$ cat src/rtl/sobel_pkg.sv
// Shared constants and types for the Sobel edge-detection path.
package sobel_pkg;

  localparam int H_ACTIVE      = 512;
  localparam int V_ACTIVE      = 384;
  localparam int SOBEL_LATENCY = 3;
  localparam int EDGE_CNT_W    = $clog2(H_ACTIVE * V_ACTIVE + 1);
  localparam int COORD_W       = 11;
  localparam int PIX_W         = 24;

  typedef enum logic [1:0] {
    GRAY    = 2'd0,
    BINARY  = 2'd1,
    OVERLAY = 2'd2
  } mode_t;

  typedef enum logic [1:0] {
    WAIT_SOF = 2'd0,
    ACTIVE   = 2'd1,
    EOF      = 2'd2
  } cnt_state_t;

endpackage

$ cat src/rtl/coord_delay.sv
// Fixed-depth shift register. Only the valid bit is reset, so a zeroed
// payload coming out of reset is never mistaken for a real pixel.
module coord_delay #(
  parameter int DEPTH = 3,
  parameter int WIDTH = 46
) (
  input  logic             clock,
  input  logic             reset,
  input  logic             vld,
  input  logic [WIDTH-1:0] data,
  output logic             dly_vld,
  output logic [WIDTH-1:0] dly_data
);

  logic [DEPTH-1:0] vld_pipe;
  logic [WIDTH-1:0] data_pipe [DEPTH];

  // valid bits shift through the line and clear on reset
  always_ff @(posedge clock or negedge reset) begin
    if (!reset) begin
      vld_pipe <= '0;
    end else begin
      vld_pipe[0] <= vld;
      for (int i = 1; i < DEPTH; i++) vld_pipe[i] <= vld_pipe[i-1];
    end
  end

  // payload shifts alongside the valid bits without reset
  always_ff @(posedge clock) begin
    data_pipe[0] <= data;
    for (int i = 1; i < DEPTH; i++) data_pipe[i] <= data_pipe[i-1];
  end

  assign dly_vld  = vld_pipe[DEPTH-1];
  assign dly_data = data_pipe[DEPTH-1];

endmodule

$ cat src/rtl/sobel_post.sv
// Sobel post-processing: realigns the magnitude with its coordinates and
// RGB pixel, masks the 2-pixel border, thresholds, and builds the display
// pixel (gray / binary / overlay). Define SOBEL_EDGE_COUNT_EN to add the
// per-frame edge counter (edge_count / count_valid ports).
module sobel_post
  import sobel_pkg::*;
#(
  parameter int          WORD_SIZE  = 8,
  parameter int          H_ACTIVE   = sobel_pkg::H_ACTIVE,
  parameter int          V_ACTIVE   = sobel_pkg::V_ACTIVE,
  parameter int          LATENCY    = SOBEL_LATENCY,
  parameter logic [23:0] EDGE_COLOR = 24'hFF0000
) (
  input  logic                 clock,
  input  logic                 reset,
  input  logic [10:0]          hc_visible,
  input  logic [10:0]          vc_visible,
  input  logic [23:0]          pixel_in,
  input  logic [WORD_SIZE-1:0] edge_in,
  input  logic [WORD_SIZE-1:0] threshold,
  input  logic [1:0]           mode,
  output logic [23:0]          pixel_out,
  output logic                 pixel_valid
`ifdef SOBEL_EDGE_COUNT_EN
  ,
  output logic [$clog2(H_ACTIVE*V_ACTIVE+1)-1:0] edge_count,
  output logic                                   count_valid
`endif
);

  localparam int DLY_W = 2 * COORD_W + PIX_W;

  // Gray output replicates the top 8 magnitude bits on R, G and B.
  function automatic logic [23:0] gray_pix(input logic [WORD_SIZE-1:0] m);
    return {3{m[WORD_SIZE-1 -: 8]}};
  endfunction

  logic                 vis;
  logic                 dvis_p0;
  logic [COORD_W-1:0]   dh_p0;
  logic [COORD_W-1:0]   dv_p0;
  logic [PIX_W-1:0]     dpix_p0;
  logic                 sof_p0;
  logic                 border_p0;
  logic                 edge_p0;
  logic [WORD_SIZE-1:0] thr_s;
  logic [1:0]           mode_s;
  logic [WORD_SIZE-1:0] thr_eff;
  logic [1:0]           mode_eff;
  logic [23:0]          pix_nxt;
  logic [23:0]          pixel_p1;
  logic                 vld_p1;

  assign vis = (hc_visible < 11'(H_ACTIVE)) && (vc_visible < 11'(V_ACTIVE));

  coord_delay #(
    .DEPTH (LATENCY),
    .WIDTH (DLY_W)
  ) u_coord_delay (
    .clock    (clock),
    .reset    (reset),
    .vld      (vis),
    .data     ({hc_visible, vc_visible, pixel_in}),
    .dly_vld  (dvis_p0),
    .dly_data ({dh_p0, dv_p0, dpix_p0})
  );

  // ---- stage p0: delayed tuple aligned with edge_in ----
  assign sof_p0    = dvis_p0 && (dh_p0 == '0) && (dv_p0 == '0);
  assign border_p0 = (dh_p0 < 11'd2) || (dv_p0 < 11'd2);

  // The SOF pixel already uses the freshly sampled controls.
  assign thr_eff  = sof_p0 ? threshold : thr_s;
  assign mode_eff = sof_p0 ? mode : mode_s;
  assign edge_p0  = dvis_p0 && !border_p0 && (edge_in >= thr_eff);

  // frame-stable copies of threshold and mode, captured at SOF
  always_ff @(posedge clock or negedge reset) begin
    if (!reset) begin
      thr_s  <= '0;
      mode_s <= '0;
    end else if (sof_p0) begin
      thr_s  <= threshold;
      mode_s <= mode;
    end
  end

  // select the display pixel for the current mode
  always_comb begin
    pix_nxt = '0;
    if (dvis_p0) begin
      case (mode_eff)
        BINARY:  pix_nxt = edge_p0 ? 24'hFFFFFF : 24'h000000;
        OVERLAY: pix_nxt = edge_p0 ? EDGE_COLOR : dpix_p0;
        default: pix_nxt = gray_pix(border_p0 ? '0 : edge_in);
      endcase
    end
  end

  // ---- stage p1: registered output ----
  // output register, cleared on reset so the display sees black
  always_ff @(posedge clock or negedge reset) begin
    if (!reset) begin
      pixel_p1 <= '0;
      vld_p1   <= 1'b0;
    end else begin
      pixel_p1 <= pix_nxt;
      vld_p1   <= dvis_p0;
    end
  end

  assign pixel_out   = pixel_p1;
  assign pixel_valid = vld_p1;

`ifdef SOBEL_EDGE_COUNT_EN
  localparam int CNT_W = $clog2(H_ACTIVE * V_ACTIVE + 1);

  cnt_state_t       state;
  cnt_state_t       state_nxt;
  logic [CNT_W-1:0] acc;
  logic [CNT_W-1:0] flag_w;
  logic             last_p0;

  assign flag_w  = CNT_W'(edge_p0);
  assign last_p0 = dvis_p0 && (dh_p0 == 11'(H_ACTIVE - 1)) && (dv_p0 == 11'(V_ACTIVE - 1));

  // counter state register
  always_ff @(posedge clock or negedge reset) begin
    if (!reset) state <= WAIT_SOF;
    else        state <= state_nxt;
  end

  // frame tracking: a repeated SOF restarts the frame without a report
  always_comb begin
    state_nxt = state;
    case (state)
      WAIT_SOF: if (sof_p0) state_nxt = ACTIVE;
      ACTIVE:   if (!sof_p0 && last_p0) state_nxt = EOF;
      // a back-to-back SOF is not lost when there is no blanking
      EOF:      state_nxt = sof_p0 ? ACTIVE : WAIT_SOF;
      default:  state_nxt = WAIT_SOF;
    endcase
  end

  // report pulse for the cycle after the last active pixel
  always_comb begin
    count_valid = (state == EOF);
  end

  // accumulate edge flags; the total is captured as the frame closes so it
  // is already stable while count_valid pulses
  always_ff @(posedge clock or negedge reset) begin
    if (!reset) begin
      acc        <= '0;
      edge_count <= '0;
    end else begin
      case (state)
        WAIT_SOF: if (sof_p0) acc <= flag_w;
        ACTIVE: begin
          if (sof_p0)       acc <= flag_w;
          else if (dvis_p0) acc <= acc + flag_w;
          if (!sof_p0 && last_p0) edge_count <= acc + flag_w;
        end
        EOF:     acc <= sof_p0 ? flag_w : '0;
        default: acc <= '0;
      endcase
    end
  end
`endif

endmodule

$ cat config.mk
export PLATFORM = sky130hd
export DESIGN_NAME = sobel_post
export DESIGN_NICKNAME = d
export VERILOG_FILES = /design/src/rtl/sobel_pkg.sv /design/src/rtl/coord_delay.sv /design/src/rtl/sobel_post.sv
export SDC_FILE = /design/constraint.sdc
export NUM_CORES = 1
export LEC_CHECK = 0
export ABC_AREA = 1
export BUFFER_PORTS_ARGS = -buffer_cell sky130_fd_sc_hd__buf_2
export CAP_MARGIN = 10
export CELL_PAD_IN_SITES_DETAIL_PLACEMENT = 0
export CELL_PAD_IN_SITES_GLOBAL_PLACEMENT = 1
export CORE_UTILIZATION = 30
export DETAILED_ROUTE_END_ITERATION = 8
export PLACE_DENSITY_LB_ADDON = 0.1
export SYNTH_ARGS = -nofsm -noshare
export SYNTH_HDL_FRONTEND = slang
export SYNTH_SLANG_ARGS = --single-unit
export TNS_END_PERCENT = 20
$ cat constraint.sdc
create_clock -name clock -period 3 [get_ports clock]
set_input_delay 0.6 -clock clock [delete_from_list [all_inputs] [get_ports clock]]
set_output_delay 0.6 -clock clock [all_outputs]
set_load 0.02 [all_outputs]
# [Word level (Yosys, flattened, before mapping)]
# Memory sizes are Yosys's and may differ from the RTL's.
# Index checks and enable logic that the tools add are counted.
[word_totals] reg_bits=38 mem_bits_rw=138 out_inout_bits=25 word_cells=29 mem_count=1
[op_classes] magnitude_cmp=5 eq_ne=2 muxes=7 n_reduce_logical=9
[memory_table] name="u_coord_delay.data_pipe" words=3 width=46 read_ports=3 rd_ports_with_merged_regs=0 write_ports=3 line="coord_delay.sv:16" text="logic [WIDTH-1:0] data_pipe [DEPTH];"
[ops] cell="2-to-1 mux 24 bit" n=3
[ops] cell="case mux 24 bit (2 select lines)" n=1
[ops] cell="zero test 11 bit" n=2
[ops] cell="< comparator 11 x 2 -> 1 bit, second input constant" n=2
[ops] cell="2-to-1 mux 8 bit" n=2
[ops] cell="< comparator 11 x 10 -> 1 bit, second input constant" n=1
[ops] cell="< comparator 11 x 9 -> 1 bit, second input constant" n=1
[ops] cell=">= comparator 8 bit" n=1
[ops] cell="logical AND 1 bit" n=5
[ops] cell="equality test 2 x 1 -> 1 bit, second input constant" n=1
[ops] cell="equality test 2 bit, second input constant" n=1
[ops] cell="2-to-1 mux 2 bit" n=1
[ops] cell="zero test 1 bit" n=1
[ops] cell="logical OR 1 bit" n=1

# [Logic depth before layout (Yosys ltp)]
[logic_depth] word_depth=9 depth_mapped=21 depth_no_buf=19

# [Cells and area by module]
# Synthesis repeated with hierarchy kept, for this count alone.
[hier_totals] hier_cells=425 hier_area_um2=5195.0
[modules_own_cells] mod="coord_delay" instances=1 cells_each=187 area_each_um2=3183.1 seq_area_each_um2=2837.7
[modules_own_cells] mod="sobel_post" instances=1 cells_each=238 area_each_um2=2011.9 seq_area_each_um2=875.8

# [Worst setup path before layout]
# Ideal clock, no wire load.
[synth_path] kind="register to register" startpoint="reg u_coord_delay.vld_pipe[2]" endpoint="reg pixel_p1[3], in the netlist pixel_out[3]" setup_time_ns=0.073 t_arrival_ns=2.264 setup_slack_ns=0.663 path_stages_with_launch=19 path_buffers=2 period_less_slack_ns=2.337 path_cell_list="dfrtp_1 > inv_1 > nor4_1 > nand4_1 > buf_2 > o21ai_2 > inv_2 > ha_1 > nand2_1 > nor2_1 > nor2_1 > nand2_1 > nand2_1 > nand2_1 > nand3_2 > nand2_2 > inv_4 > buf_12 > a21oi_2"
[synth_via] elab_chain_len=8
[synth_rtl] element="start, declared" line="coord_delay.sv:15" text="logic [DEPTH-1:0] vld_pipe;"
[synth_rtl] element="start signal, assigned" line="coord_delay.sv:21" text="vld_pipe <= '0;"
[synth_rtl] element="logical AND 1 bit * (2 in a row)" line="sobel_post.sv:69" text="assign sof_p0 = dvis_p0 && (dh_p0 == '0) && (dv_p0 == '0);"
[synth_rtl] element="2-to-1 mux 8 bit *"
[synth_rtl] element="via thr_eff[3]" line="sobel_post.sv:48" text="logic [WORD_SIZE-1:0] thr_eff;"
[synth_rtl] element=">= comparator 8 bit *" line="sobel_post.sv:75" text="assign edge_p0 = dvis_p0 && !border_p0 && (edge_in >= thr_eff);"
[synth_rtl] element="logical AND 1 bit *" line="sobel_post.sv:75"
[synth_rtl] element="2-to-1 mux 24 bit (on tied branches)" line="sobel_post.sv:94, sobel_post.sv:93"
[synth_rtl] element="case mux 24 bit (2 select lines) *" line="sobel_post.sv:92" text="case (mode_eff)"
[synth_rtl] element="2-to-1 mux 24 bit *" line="sobel_post.sv:91" text="if (dvis_p0) begin"
[synth_rtl] element="via pix_nxt[3]" line="sobel_post.sv:50" text="logic [23:0] pix_nxt;"
[synth_rtl] element="end signal, assigned" line="sobel_post.sv:107" text="pixel_p1 <= pix_nxt;"
[synth_rtl] element="end, declared" line="sobel_post.sv:51" text="logic [23:0] pixel_p1;"
# Mark *: on every way through the listed nets, which the timed path passes. The rest lies on a longest branch.

# [Worst setup path after layout]
[layout_path] startpoint="reg u_coord_delay.vld_pipe[2]" endpoint="reg pixel_p1[11], in the netlist pixel_out[11]"
# The elaborated chain is that of the path after synthesis.

==> results summary <==
The area share of the leading cell type in the synthesized netlist came out at 56.97%. The total number of nets in the final design is around 560. The dominant cell by count in the synthesized netlist is sky130_fd_sc_hd__dfxtp_1. The post-synthesis cell type count came out at 29. The final count of hold timing violations is 0. The die outline height is ~130 um. The most used flip-flop cell after synthesis is sky130_fd_sc_hd__dfxtp_1. The type of element launching the critical path is a register. Based on the critical path, the design can be clocked at up to between 300 and 400 MHz. The post-layout minimum cycle time came out at approximately 2600 ps. The global router's overall resource usage came out at roughly 11%. The critical path class is register to register. Setup repair after global routing left no endpoint under its margin.

The total of max-cap violations is 0. The slew at the pin closest to its max-slew limit is between 800 and 900 ps. The depth of the worst register-to-register path is 16.

Ranked by total cell area, the synthesized netlist is headed by sky130_fd_sc_hd__dfxtp_1 57%, sky130_fd_sc_hd__dfrtp_1 20%, sky130_fd_sc_hd__nand2_1 4.6%. The global-route wire length before repair is around 13000 um. The placer's final routability congestion estimate is 0.7085. The number of buffers and inverters on the critical path is 3. The final setup violation count came out at 0. The endpoint identified for the worst register-to-register timing path is pixel_out[11].

The maximum clock path buffer count is 2. The area added between synthesis and finish is 25.98%. The worst setup path is captured at a register. The largest vdd supply drop came out at 0.4156 mV. The global route total overflow came out at 0. The clock buffer count from CTS came out at 17.

The detailed router finished its first iteration with 90 violations. The cell count of the worst hold path came out at 1. The number of nets still failing antenna checks after routing came out at 0.

The ratio of total power to cell area came out at roughly 780 nW/um^2. The critical path arrival came out at 2950 ps. The most numerous cell type found on the critical path is sky130_fd_sc_hd__nand2_1. Among cell families on the critical path, the largest total delay comes from simple AND/OR/NAND/NOR gates.

After synthesis, flip-flops and latches occupy roughly 77% of the total area. The total area inside the core boundary comes to 15830 um^2. After synthesis the cells add up to 4850 um^2.

TritonCTS built the clock tree. The average footprint of a synthesized cell is ~13 um^2. The initial antenna violation count is 0.

Summed over all nets, the half-perimeter wirelength after detailed placement is about 5500 um. The count of buffers inserted at the top-level ports is 90. The setup TNS after final layout is 0 ps.

Before CTS, the worst setup slack after placement is about 300 ps. The largest area contributor in the netlist is sky130_fd_sc_hd__dfxtp_1. Counting instances in the post-synthesis netlist gives the leading cell types as 138 x sky130_fd_sc_hd__dfxtp_1, 60 x sky130_fd_sc_hd__nand2_1, 42 x sky130_fd_sc_hd__inv_1. The required arrival time at the worst endpoint is approximately 3400 ps. The number of nets produced by synthesis is 455. The worst-case clock skew came out at 12.28 ps. The wire length after detailed routing is around 8000 um. For flop-to-flop paths, the worst setup slack is 410 ps. The worst pin sits at a relative slew slack of a little over two fifths. Counting flops with a built-in enable in the synthesized netlist gives 0. The worst register-to-register path begins at u_coord_delay.vld_pipe[2]. The async set-reset flop share out of synthesis is 21.59%.

The number of max-slew violations in the final report is 0. The total chip power came out at 4.751 mW. The wire length per cell after detailed routing came out at about 11 um.

The top-level port count came out at between 90 and 100. The largest fanout on the critical path came out at 24. In this run the most critical hold path is launched from pixel_in[21]. The largest net degree at the start of global routing came out at 39.

The standard cell with the maximum stage delay on the critical path is sky130_fd_sc_hd__dfrtp_1. Once the floorplan was initialized, standard cells occupied a little under a third of the core. The count of hold-fix buffers inserted at cts is 0. The flow ran to the end, and the final reports show no timing, DRC or antenna violations. During synthesis, Yosys emitted a total of 0 warnings. The class of the worst hold path is primary input to register. The end point of the most critical hold path is u_coord_delay.data_pipe[0][21]. The row count came out at 46. The die boundary width came out at ~130 um.

Cells with a size suffix above 1 make up between 30% and 40% of the layout. The largest stage delay on the critical path is 370 ps. The clock-pin slew on the worst setup and hold paths is approximately 70 ps. The total die area came out at around 17000 um^2. The routed via count came out at 2571. The leakage power of the design came out at 2.994 nW. The clock tree root buffer cell is sky130_fd_sc_hd__clkbuf_16. The clock latency on the worst-skew pair came out at approximately 430 ps. The signal on the critical path passes through inv_1, nor4_1, nand4_1, buf_4, o21ai_2, inv_2, ha_1, nand2_1, nor2_1, nor2_1, nand2_1, nand2_1, nand2_1, nand2_4, nand3_1, a21oi_2. The number of iterations in the first detailed-routing pass came out at 4. Across all setup checks in the final design, the least slack found is roughly 410 ps. The portion of the clock cycle consumed by the worst path in the final layout is between 80% and 90%. The antenna cell count is 0. The CTS H-tree depth came out at 4.

The via count of the first global-routing pass is 2514. The worst hold margin came out at between 200 and 300 ps. The post-synthesis register bit count is ~180.

The number of remaining DRC errors is 0. After detailed routing, the number of vias per cell comes to approximately 3.6. The CTS sink count came out at 176. The synthesized netlist cell count is 379.
## logic make-up (layout without fill, tap and decap cells)
kind of cell / Yosys count / count (layout) / synth area share (%)
AND/OR/NAND/NOR: 97 / 97 / 8.798
buffers and inverters: 57 / 173 / 5.444
adder cells (fa/ha/maj): 10 / 10 / 2.580
AO/OA/AOI/OAI: 39 / 39 / 6.605
flip-flops: 176 / 176 / 76.57
## report_power, final
group	total (mW)	switching [mW]	internal, mW
Clock	2.18	0.963	1.22
Sequential	2.47	0.0222	2.45
Combinational	0.0988	0.0535	0.0453
## how the worst max path moves through the flow
stage | start | end | slack (ps) | cells after the start
after floorplan | u_coord_delay.vld_pipe[2] | pixel_out[3] | 660 | 18
after global placement | u_coord_delay.data_pipe[0][117] | pixel_out[1] | 380 | 18
after detailed placement | u_coord_delay.data_pipe[0][117] | pixel_out[1] | 300 | 18
after CTS | u_coord_delay.data_pipe[0][117] | pixel_out[1] | 290 | 18
after global routing | u_coord_delay.vld_pipe[2] | pixel_out[11] | 30 | 16
final | u_coord_delay.vld_pipe[2] | pixel_out[11] | 410 | 16
## registers in the layout, indices dropped and copies added, names as in the netlist
signal,count
mode_s,2
u_coord_delay.data_pipe,138
pixel_out,24
thr_s,8
u_coord_delay.vld_pipe,3
pixel_valid,1
## cells in the final DEF, fill, tap and decap left out, types with 2 or more instances in the layout
master | netlist | routed
sky130_fd_sc_hd__dfrtp_1 | 38 | 38
sky130_fd_sc_hd__inv_2 | 6 | 6
sky130_fd_sc_hd__nor2_1 | 11 | 11
sky130_fd_sc_hd__inv_6 | 0 | 3
sky130_fd_sc_hd__o21ai_2 | 9 | 9
sky130_fd_sc_hd__nand3_1 | 17 | 17
sky130_fd_sc_hd__inv_1 | 42 | 42
sky130_fd_sc_hd__a21oi_2 | 20 | 20
sky130_fd_sc_hd__dfxtp_1 | 138 | 138
sky130_fd_sc_hd__buf_2 | 3 | 90
sky130_fd_sc_hd__inv_8 | 0 | 3
sky130_fd_sc_hd__clkbuf_16 | 0 | 18
sky130_fd_sc_hd__nand2_1 | 60 | 60
sky130_fd_sc_hd__a21oi_1 | 7 | 7
sky130_fd_sc_hd__clkinvlp_4 | 0 | 5
sky130_fd_sc_hd__ha_1 | 10 | 10
sky130_fd_sc_hd__buf_4 | 1 | 2
## worst reg2reg max path, stage by stage (launching register included)
cell                      delay (ps)
sky130_fd_sc_hd__dfrtp_1         370
sky130_fd_sc_hd__inv_1            70
sky130_fd_sc_hd__nor4_1          260
sky130_fd_sc_hd__nand4_1         110
sky130_fd_sc_hd__buf_4           230
sky130_fd_sc_hd__o21ai_2         170
sky130_fd_sc_hd__inv_2            40
sky130_fd_sc_hd__ha_1            280
sky130_fd_sc_hd__nand2_1          90
sky130_fd_sc_hd__nor2_1           50
sky130_fd_sc_hd__nor2_1           80
sky130_fd_sc_hd__nand2_1          60
sky130_fd_sc_hd__nand2_1          50
sky130_fd_sc_hd__nand2_1         100
sky130_fd_sc_hd__nand2_4         250
sky130_fd_sc_hd__nand3_1         180
sky130_fd_sc_hd__a21oi_2         160
## layout make-up
class                   instances  area [um^2]
inverters                      49        188.9
multi-input cells             146        872.1
repair buffers                 92        465.4
flip-flops and latches        176         3714
clock inverters                14        148.9
well taps                     216        270.3
fillers                      1568         9718
clock buffers                  18        450.4
## through the flow
stage	std cells	cell area, um^2	utilization, %
finish	711	6110	38.60
global route	711	6110	38.60
CTS	711	6107	38.59
detailed placement	679	5508	34.80
global placement	679	5508	34.80
floorplan	379	4850	-
## per-layer routing
metal | vias to the layer above | global-route usage [%] | wire length [um]
met5 | - | 0 | 0
met4 | 0 | 6.644 | 177
met3 | 13 | 4.955 | 460
met2 | 59 | 16.00 | 3669
met1 | 1122 | 12.82 | 3705
li1 | 1377 | - | -
## repair_timing
item / CTS / global route
setup buffers: 0 / 0
setup endpoints to repair: 0 / 1
resized for setup: 0 / 1
No activity file was read; power rests on OpenSTA's default activity.
